--- config.mk ---
export PLATFORM = sky130hd
export DESIGN_NAME = twiddle_sequencer_fft
export DESIGN_NICKNAME = d
export VERILOG_FILES = /design/src/rtl/twiddle_sequencer_fft_pkg.sv /design/src/rtl/twiddle_sequencer_fft_delay_unit.sv /design/src/rtl/twiddle_sequencer_fft.sv
export SDC_FILE = /design/constraint.sdc
export NUM_CORES = 1
export LEC_CHECK = 0
export CAP_MARGIN = 0
export CORE_AREA = 3 3 89 74
export CTS_BUF_LIST = sky130_fd_sc_hd__clkbuf_4
export DETAILED_ROUTE_END_ITERATION = 6
export DIE_AREA = 0 0 92 77
export PLACE_DENSITY = 0.65
export REMOVE_ABC_BUFFERS = 1
export SLEW_MARGIN = 20
export SYNTH_ARGS = -nofsm -noshare
export SYNTH_HDL_FRONTEND = slang
export SYNTH_SLANG_ARGS = --single-unit
--- constraint.sdc ---
create_clock -name clk_i -period 1.5 [get_ports clk_i]
set_input_delay 0.225 -clock clk_i [delete_from_list [all_inputs] [get_ports clk_i]]
set_output_delay 0.225 -clock clk_i [all_outputs]
set_load 0.03 [all_outputs]
--- src/rtl/twiddle_sequencer_fft_pkg.sv ---
// Shared constants for the SDF-stage twiddle sequencer: sample width, default geometry,
// twiddle address codes, the pipeline flag bundle and a compile-time log2 helper.
package fft_pkg;

  localparam int FFT_INTEGER_SIZE = 6;
  localparam int FFT_FRACT_SIZE   = 12;
  localparam int DATA_WIDTH       = FFT_INTEGER_SIZE + FFT_FRACT_SIZE;
  localparam int FFT_NFFT         = 64;
  localparam int FFT_SEG          = 8;

  localparam logic [5:0] TW_W0 = 6'd0;
  localparam logic [5:0] TW_W1 = 6'd1;
  localparam logic [5:0] TW_W2 = 6'd2;
  localparam logic [5:0] TW_W3 = 6'd3;

  typedef struct packed {
    logic valid;
    logic sof;
    logic last;
  } flags_t;

  // Smallest r with 2**r >= value; only ever fed powers of two here.
  function automatic int LOG2(input int value);
    int r;
    r = 0;
    for (int i = 0; i < 31; i++) begin
      if ((1 << i) < value) r = i + 1;
    end
    return r;
  endfunction

endpackage

--- src/rtl/twiddle_sequencer_fft_delay_unit.sv ---
// delay_unit: one-cycle register with async active-low clear; models the
// multiplier's product register for the flag bundle.
module delay_unit #(
  parameter int WIDTH = 3
) (
  input  logic             clk_i,
  input  logic             rst_n_i,
  input  logic [WIDTH-1:0] d_i,
  output logic [WIDTH-1:0] q_o
);

  logic [WIDTH-1:0] data_q;

  always_ff @(posedge clk_i or negedge rst_n_i) begin
    if (!rst_n_i) begin
      data_q <= '0;
    end else begin
      data_q <= d_i;
    end
  end

  assign q_o = data_q;

endmodule

--- src/rtl/twiddle_sequencer_fft.sv ---
// twiddle_sequencer_fft: frame position counter, W8 twiddle address and flag pipeline
// in front of the constant multiplier. Build macro FRAME_CHECK_EN adds sticky frame_err_o.
module twiddle_sequencer_fft
  import fft_pkg::*;
#(
  parameter int INTEGER_SIZE = FFT_INTEGER_SIZE,
  parameter int FRACT_SIZE   = FFT_FRACT_SIZE,
  parameter int NFFT         = FFT_NFFT,
  parameter int SEG          = FFT_SEG
) (
  input  logic                               clk_i,
  input  logic                               rst_n_i,
  input  logic                               in_valid_i,
  input  logic                               in_sof_i,
  input  logic [INTEGER_SIZE+FRACT_SIZE-1:0] in_r_i,
  input  logic [INTEGER_SIZE+FRACT_SIZE-1:0] in_i_i,
  output logic [5:0]                         mult_addr_o,
  output logic [INTEGER_SIZE+FRACT_SIZE-1:0] mult_r_o,
  output logic [INTEGER_SIZE+FRACT_SIZE-1:0] mult_i_o,
  output logic                               out_valid_o,
  output logic                               out_sof_o,
`ifdef FRAME_CHECK_EN
  output logic                               frame_err_o,
`endif
  output logic                               out_last_o
);

  localparam int DW    = INTEGER_SIZE + FRACT_SIZE;
  localparam int CNT_W = LOG2(NFFT);
  localparam logic [CNT_W-1:0] LAST_IDX = CNT_W'(NFFT - 1);

  // Only the last quarter-segment group of each 4*SEG period gets a nontrivial twiddle.
  function automatic logic [5:0] tw_addr(input logic [CNT_W-1:0] n);
    int unsigned p;
    int unsigned q;
    int unsigned r;
    p = 32'(n) % (4 * SEG);
    q = p / SEG;
    r = (p % SEG) / (SEG / 4);
    if (q != 3) return TW_W0;
    case (r)
      0:       return TW_W0;
      1:       return TW_W1;
      2:       return TW_W2;
      default: return TW_W3;
    endcase
  endfunction

  logic [CNT_W-1:0] cnt_q, cnt_d;
  logic [CNT_W-1:0] idx;
  logic [5:0]       addr_q, addr_d;
  logic [DW-1:0]    mult_r_q, mult_r_d;
  logic [DW-1:0]    mult_i_q, mult_i_d;
  flags_t           flags1_q, flags1_d;
  flags_t           flags2;

  always_comb begin
    idx      = (in_valid_i && in_sof_i) ? '0 : cnt_q;
    cnt_d    = cnt_q;
    addr_d   = addr_q;
    mult_r_d = mult_r_q;
    mult_i_d = mult_i_q;
    flags1_d = '0;
    if (in_valid_i) begin
      cnt_d          = idx + CNT_W'(1);
      addr_d         = tw_addr(idx);
      mult_r_d       = in_r_i;
      mult_i_d       = in_i_i;
      flags1_d.valid = 1'b1;
      flags1_d.sof   = (idx == '0);
      flags1_d.last  = (idx == LAST_IDX);
    end
  end

  always_ff @(posedge clk_i or negedge rst_n_i) begin
    if (!rst_n_i) begin
      cnt_q    <= '0;
      addr_q   <= TW_W0;
      mult_r_q <= '0;
      mult_i_q <= '0;
      flags1_q <= '0;
    end else begin
      cnt_q    <= cnt_d;
      addr_q   <= addr_d;
      mult_r_q <= mult_r_d;
      mult_i_q <= mult_i_d;
      flags1_q <= flags1_d;
    end
  end

  // Flags ride one more register so they line up with the multiplier product.
  delay_unit #(
    .WIDTH($bits(flags_t))
  ) u_flag_dly (
    .clk_i  (clk_i),
    .rst_n_i(rst_n_i),
    .d_i    (flags1_q),
    .q_o    (flags2)
  );

  assign mult_addr_o = addr_q;
  assign mult_r_o    = mult_r_q;
  assign mult_i_o    = mult_i_q;
  assign out_valid_o = flags2.valid;
  assign out_sof_o   = flags2.sof;
  assign out_last_o  = flags2.last;

`ifdef FRAME_CHECK_EN
  logic seen_sof_q, seen_sof_d;
  logic frame_err_q, frame_err_d;

  // A sof away from index 0, or an unflagged index-0 sample before any sof, marks the stream bad.
  always_comb begin
    seen_sof_d  = seen_sof_q;
    frame_err_d = frame_err_q;
    if (in_valid_i) begin
      if (in_sof_i) begin
        seen_sof_d = 1'b1;
        if (cnt_q != '0) frame_err_d = 1'b1;
      end else if ((cnt_q == '0) && !seen_sof_q) begin
        frame_err_d = 1'b1;
      end
    end
  end

  always_ff @(posedge clk_i or negedge rst_n_i) begin
    if (!rst_n_i) begin
      seen_sof_q  <= 1'b0;
      frame_err_q <= 1'b0;
    end else begin
      seen_sof_q  <= seen_sof_d;
      frame_err_q <= frame_err_d;
    end
  end

  assign frame_err_o = frame_err_q;
`endif

endmodule

; ---- After elaboration in Yosys (flattened, before gate mapping)
; Cells that the tools add are included.
[op_classes]
n_addsub = 1
eq_ne = 4
mux = 7
n_reduce_logical = 3
[ops]
columns = op, n
row1 = 32-bit zero test, 1
row2 = 6-bit 2-to-1 mux, 3
row3 = 6-bit by 1-bit adder with 6-bit output (second input constant), 1
row4 = 6-bit equality test (second input constant), 1
row5 = 6-bit zero test, 1
row6 = 2-bit case mux with 3 select lines, 1
row7 = 3-bit 2-to-1 mux, 1
row8 = 2-bit by 1-bit equality test with 1-bit output (second input constant), 1
row9 = 2-bit equality test (second input constant), 1
row10 = 1-bit 2-to-1 mux, 2
row11 = 2-bit inequality test (second input constant), 1
row12 = 1-bit logical AND, 1
[word_totals]
register_bits = 54
input_bits = 40
output_inout_bits = 45
wordCells = 23

; ---- Longest topological paths before layout
; Gate-level depths: netlist of the first run.
[logic_depth]
word_depth = 6
mapped_depth = 6
mapped_depth_nobuf = 4

; ---- Hierarchy
; A second synthesis of the first run with hierarchy kept.
[unflattened]
hier_cells = 130
hier_area_um2 = 1939.4
[by_module_without_submodules]
columns = module, instances, cells_each, area_per_inst_um2, seq_area_each_um2
row1 = twiddle_sequencer_fft, 1, 127, 1864.3, 1176.1
row2 = delay_unit, 1, 3, 75.1, 75.1

; ---- Worst setup path after synthesis of the first run
; OpenSTA, ideal clock, no wires.
[synth_path]
path_type = in2reg
startpoint = input in_valid_i
endpoint = register cnt_q[1]
setup_ps = 125
t_arrival_ps = 1221
required_time_ps = 1375
path_slack_ps = 154
cell_stages = 6
path_buffers = 2
cell_sequence = buf_2 > buf_2 > nand2_1 > nand2_1 > ha_1 > mux2_2
[synth_between]
elab_chain_cells = 3
[synth_rtl]
columns = element, line_no
row1 = "start, declared", twiddle_sequencer_fft.sv:13  ; input logic in_valid_i,
row2 = 1-bit logical AND, twiddle_sequencer_fft.sv:58  ; idx = (in_valid_i && in_sof_i) ? '0 : cnt_q;
row3 = 6-bit 2-to-1 mux, twiddle_sequencer_fft.sv:58
row4 = 6-bit by 1-bit adder with 6-bit output, twiddle_sequencer_fft.sv:65  ; cnt_d = idx + CNT_W'(1);
row5 = "end signal, assigned", twiddle_sequencer_fft.sv:83  ; cnt_q <= cnt_d;
row6 = "end, declared", twiddle_sequencer_fft.sv:49  ; logic [CNT_W-1:0] cnt_q, cnt_d;
; Parallel ways exist; a longest one is shown, timed or not.
; A chain may end at the register's enable or synchronous reset.

; ---- Worst setup path in the final report of the first run
[layout_path]
startpoint = register mult_r_q[8] (netlist: mult_r_o[8])
endpoint = output mult_r_o[8]
[layout_lines]
columns = element, line_no
row1 = "start, declared", twiddle_sequencer_fft.sv:52  ; logic [DW-1:0] mult_r_q, mult_r_d;
row2 = "start signal, assigned", twiddle_sequencer_fft.sv:85  ; mult_r_q <= mult_r_d;
row3 = "end, declared", twiddle_sequencer_fft.sv:18  ; output logic [INTEGER_SIZE+FRACT_SIZE-1:0] mult_r_o,
; No word-level cell between the ends.

==> metrics.md, run 1 <==
| Metric | Value |
|---|---|
| Slowest CP cell | `dlygate4sd2_1` |
| Worst reg2reg path depth | `3` |
| Routed vias/inst | `~4.4` |
| Synthesized-area fraction occupied by adder cells | `less than 1%` |
| DR WL/cell | `roughly 14 µm` |
| Worst Clk Skew | `approximately 0.015 ns` |
| Routed Antenna Nets | `0` |
| Synth Area in XOR/XNOR | `0%` |
| WHS | `between 0.2 and 0.3 ns` |
| Starting Density | `approximately a third` |
| Multiplexer share of the synthesized area | `about a fifth` |
| CP max stage delay | `around 0.43 ns` |
| Row count | `25` |
| CTS tree | `done` |
| GRT Total Usage | `between 10% and 20%` |
| Power per cell area | `approximately 1100 nW/µm²` |
| Library cells used by synthesis | `25` |
| Status | `completed` |
| Gpl congestion | `0.7047` |
| Chip width | `around 92 µm` |
| Share of cells above drive strength 1 | `between 20% and 30%` |
| Reg clk slew, reported paths | `0.15 ns` |
| Hold violation count in the final report | `0` |
| Ordered cell list for the critical path | `dlygate4sd2_1` |
| Max Buffers Root-to-Sink | `2` |
| Grt ovf | `0` |
| Initial antenna violation count | `0` |
| Top delay family on crit path | `buffers and inverters` |
| Hold path cells | `3` |
| Fmax achieved | `just over 700 MHz` |
| Final setup vio count | `0` |
| Post-Synth Simple-Gate Area | `between 7 and 8%` |
| Hold WC Path Type | `in -> reg` |
| Drt pass-1 iters | `3` |
| Hold Crit Endpoint | `cnt_q[0]` |
| ANT cells | `0` |
| TNS Setup | `0 ns` |
| Final min period | `approximately 1.4 ns` |
| CP arrival | `1.16 ns` |
| Leakage power | `1.307 nW` |
| Starting DRT DRC Count | `45` |
| Avg Cell Area, Syn | `~14 µm²` |
| Post-DP HPWL | `between 3000 and 4000 µm` |
| CP Launch Type | `flip-flop` |
| Tcrit/Tclk final | `92.56%` |
| Ys Warns | `0` |
| Buf/Inv on CP | `1` |
| CP Data Required Time | `~1.3 ns` |
| Total of max-cap violations | `0` |
| Die Footprint | `7084 µm²` |
| Critical Path Fanout Max | `2` |
| First-pass GRT wire length | `~6800 µm` |
| Core ar. | `~5800 µm²` |
| Area Growth Syn to Fin | `46.94%` |
| Synth Instances | `approximately 140` |
| Die height | `77 µm` |
| Clk sinks | `50` |
| Total Wirelength | `roughly 4200 µm` |
| Synth Area in Compound Gates | `3.185%` |
| Crit path kind | `reg -> out` |
| Worst R2R Start | `cnt_q[2]` |
| Sequential area share after synthesis | `between 60% and 70%` |
| Main combinational cell family by area after synthesis | `multiplexers` |
| Setup bufs post-CTS | `0` |
| Vias post-DR | `between 1k and 1.5k` |
| Yosys reg bits | `50` |
| Inserted Clock Buffers | `5` |
| Root Driver | `clkbuf_4` |
| Nets | `~260` |
| RSZ-0062 raised after global routing | `no` |
| Port bufs | `80` |
| Slew Viols, Final | `0` |
| FF-to-FF setup slack | `approximately 0.19 ns` |
| Peak supply drop | `just under 600 µV` |
| Clk_lat worst skew | `between 0.3 and 0.4 ns` |
| Largest net degree at the start of global routing | `approximately 50` |
| Synth Cell Area | `around 2000 µm²` |
| Hold Path Origin | `in_valid_i` |
| I/O pin count | `85` |
| Critical Path End Type | `output pin` |
| Reg-to-reg endpoint | `cnt_q[5]` |
| DRC | `0` |
| H-tree Lvls | `2` |
| Vias in the first global route | `between 1k and 1.5k` |
## cell families after synthesis
logic type	after synthesis
AOI/OAI and AO/OA	9
adders and majority gates	1
buffers and inverters	15
DFF	50
muxes	37
other	1
and+or+nand+nor	23
## final cells by class
type | instances | area (µm²)
clock buffer | 5 | 37.54
clock inverter | 3 | 21.27
fill | 549 | 2932
inverter | 4 | 15.01
multi-input combinational | 74 | 645.6
sequential | 50 | 1251
tap | 81 | 101.3
timing repair buffer | 88 | 814.5
## sequential cells by signal (all words and copies together) (netlist names)
| register | flops |
|---|---|
| mult_addr_o | 2 |
| mult_r_o | 18 |
| cnt_q | 6 |
| flags1_q | 3 |
| mult_i_o | 18 |
| u_flag_dly.q_o | 3 |
## power by group
group / switching [W] / internal [W] / leakage, nW
Combinational: 0.000435 / 0.000382 / 0.672
Clock: 0.000442 / 0.000184 / 0.0328
Sequential: 0.000158 / 0.00152 / 0.602
## cell usage after synthesis
cell	count	area (µm²)
nor3b_1	2	15.01
a311o_1	2	20.02
nor3_1	1	5.000
a21oi_1	3	15.01
and4b_1	1	10.01
mux2_2	37	416.7
and3b_1	1	8.760
conb_1	1	3.750
nor2b_1	4	25.02
or4_1	1	7.510
clkbuf_2	1	5.000
clkbuf_1	1	3.750
o41ai_1	1	8.760
nand3_1	4	20.02
and3_1	1	6.260
inv_1	4	15.01
buf_2	5	25.02
ha_1	1	12.51
nand2_1	5	18.77
o22ai_1	3	18.77
nand4_2	1	12.51
buf_4	4	30.03
nand4_1	1	6.260
nor2_1	1	3.750
dfrtp_1	50	1251
## repair_timing
action | in CTS | in global routing
hold buffers | 1 | 0
hold endpoints to repair | 50 | 0
gates resized for setup | 41 | 0
setup endpoints to repair | 41 | 0
## worst reg2reg max path: stages, from the launching register on
cell and delay [ns]:
dfrtp_1 0.51, nand4_2 0.17, or4_1 0.49, nand3_1 0.09
## metal layers
metal	GRT usage (%)	up-vias	part of all wire (%)
li1	-	642	-
met1	17.37	650	49
met2	17.49	54	43
met3	4.020	4	6.9
met4	4.451	0	1.1
met5	0	-	0
## how the worst max path moves through the flow
stage          cells after the start           end          from  slack, ns
6_report                           1   mult_r_o[8]   mult_r_o[8]       0.11
2_1_floorplan                      3      cnt_q[5]      cnt_q[2]       0.33
3_3_place_gp                       5      cnt_q[1]      in_sof_i       0.02
3_5_place_dp                       5      cnt_q[1]      in_sof_i       0.01
4_1_cts                            1  mult_r_o[15]  mult_r_o[15]       0.08
5_1_grt                            1   mult_r_o[2]   mult_r_o[2]       0.04
## through the flow
stage                     cells  worst slack [ns]  util, %  power [W]  instance area [µm²]
after floorplan             128            0.3321        -   0.002150                 1912
after global placement      296           0.02142    49.31   0.002593                 2869
after detailed placement    296          0.009671    49.31   0.002610                 2869
after CTS                   305           0.08273    49.61   0.003172                 2887
after global routing        305           0.04390    49.61   0.003318                 2887
final                       305            0.1116    49.61   0.003122                 2887
## cells in the final DEF, fill, tap and decap left out, types with 2 or more instances in the layout
cell and instances:
clkinv_4 2, nand3_1 4, clkdlybuf4s50_1 37, mux2_2 37, conb_1 4, a311o_1 2
nor2b_1 4, buf_2 2, clkbuf_4 5, nor3b_1 2, dfrtp_1 50, a21oi_1 3
dlygate4sd2_1 41, nand2_1 5, buf_4 6, inv_1 4, o22ai_1 3
(Power assumes the default switching activity.)
==> run 2: changes to the inputs <==
- HOLD_SLACK_MARGIN: not set -> 0.02
==> results of run 2 <==
No change in the layout: final DEF, timing and power equal those of run 1.
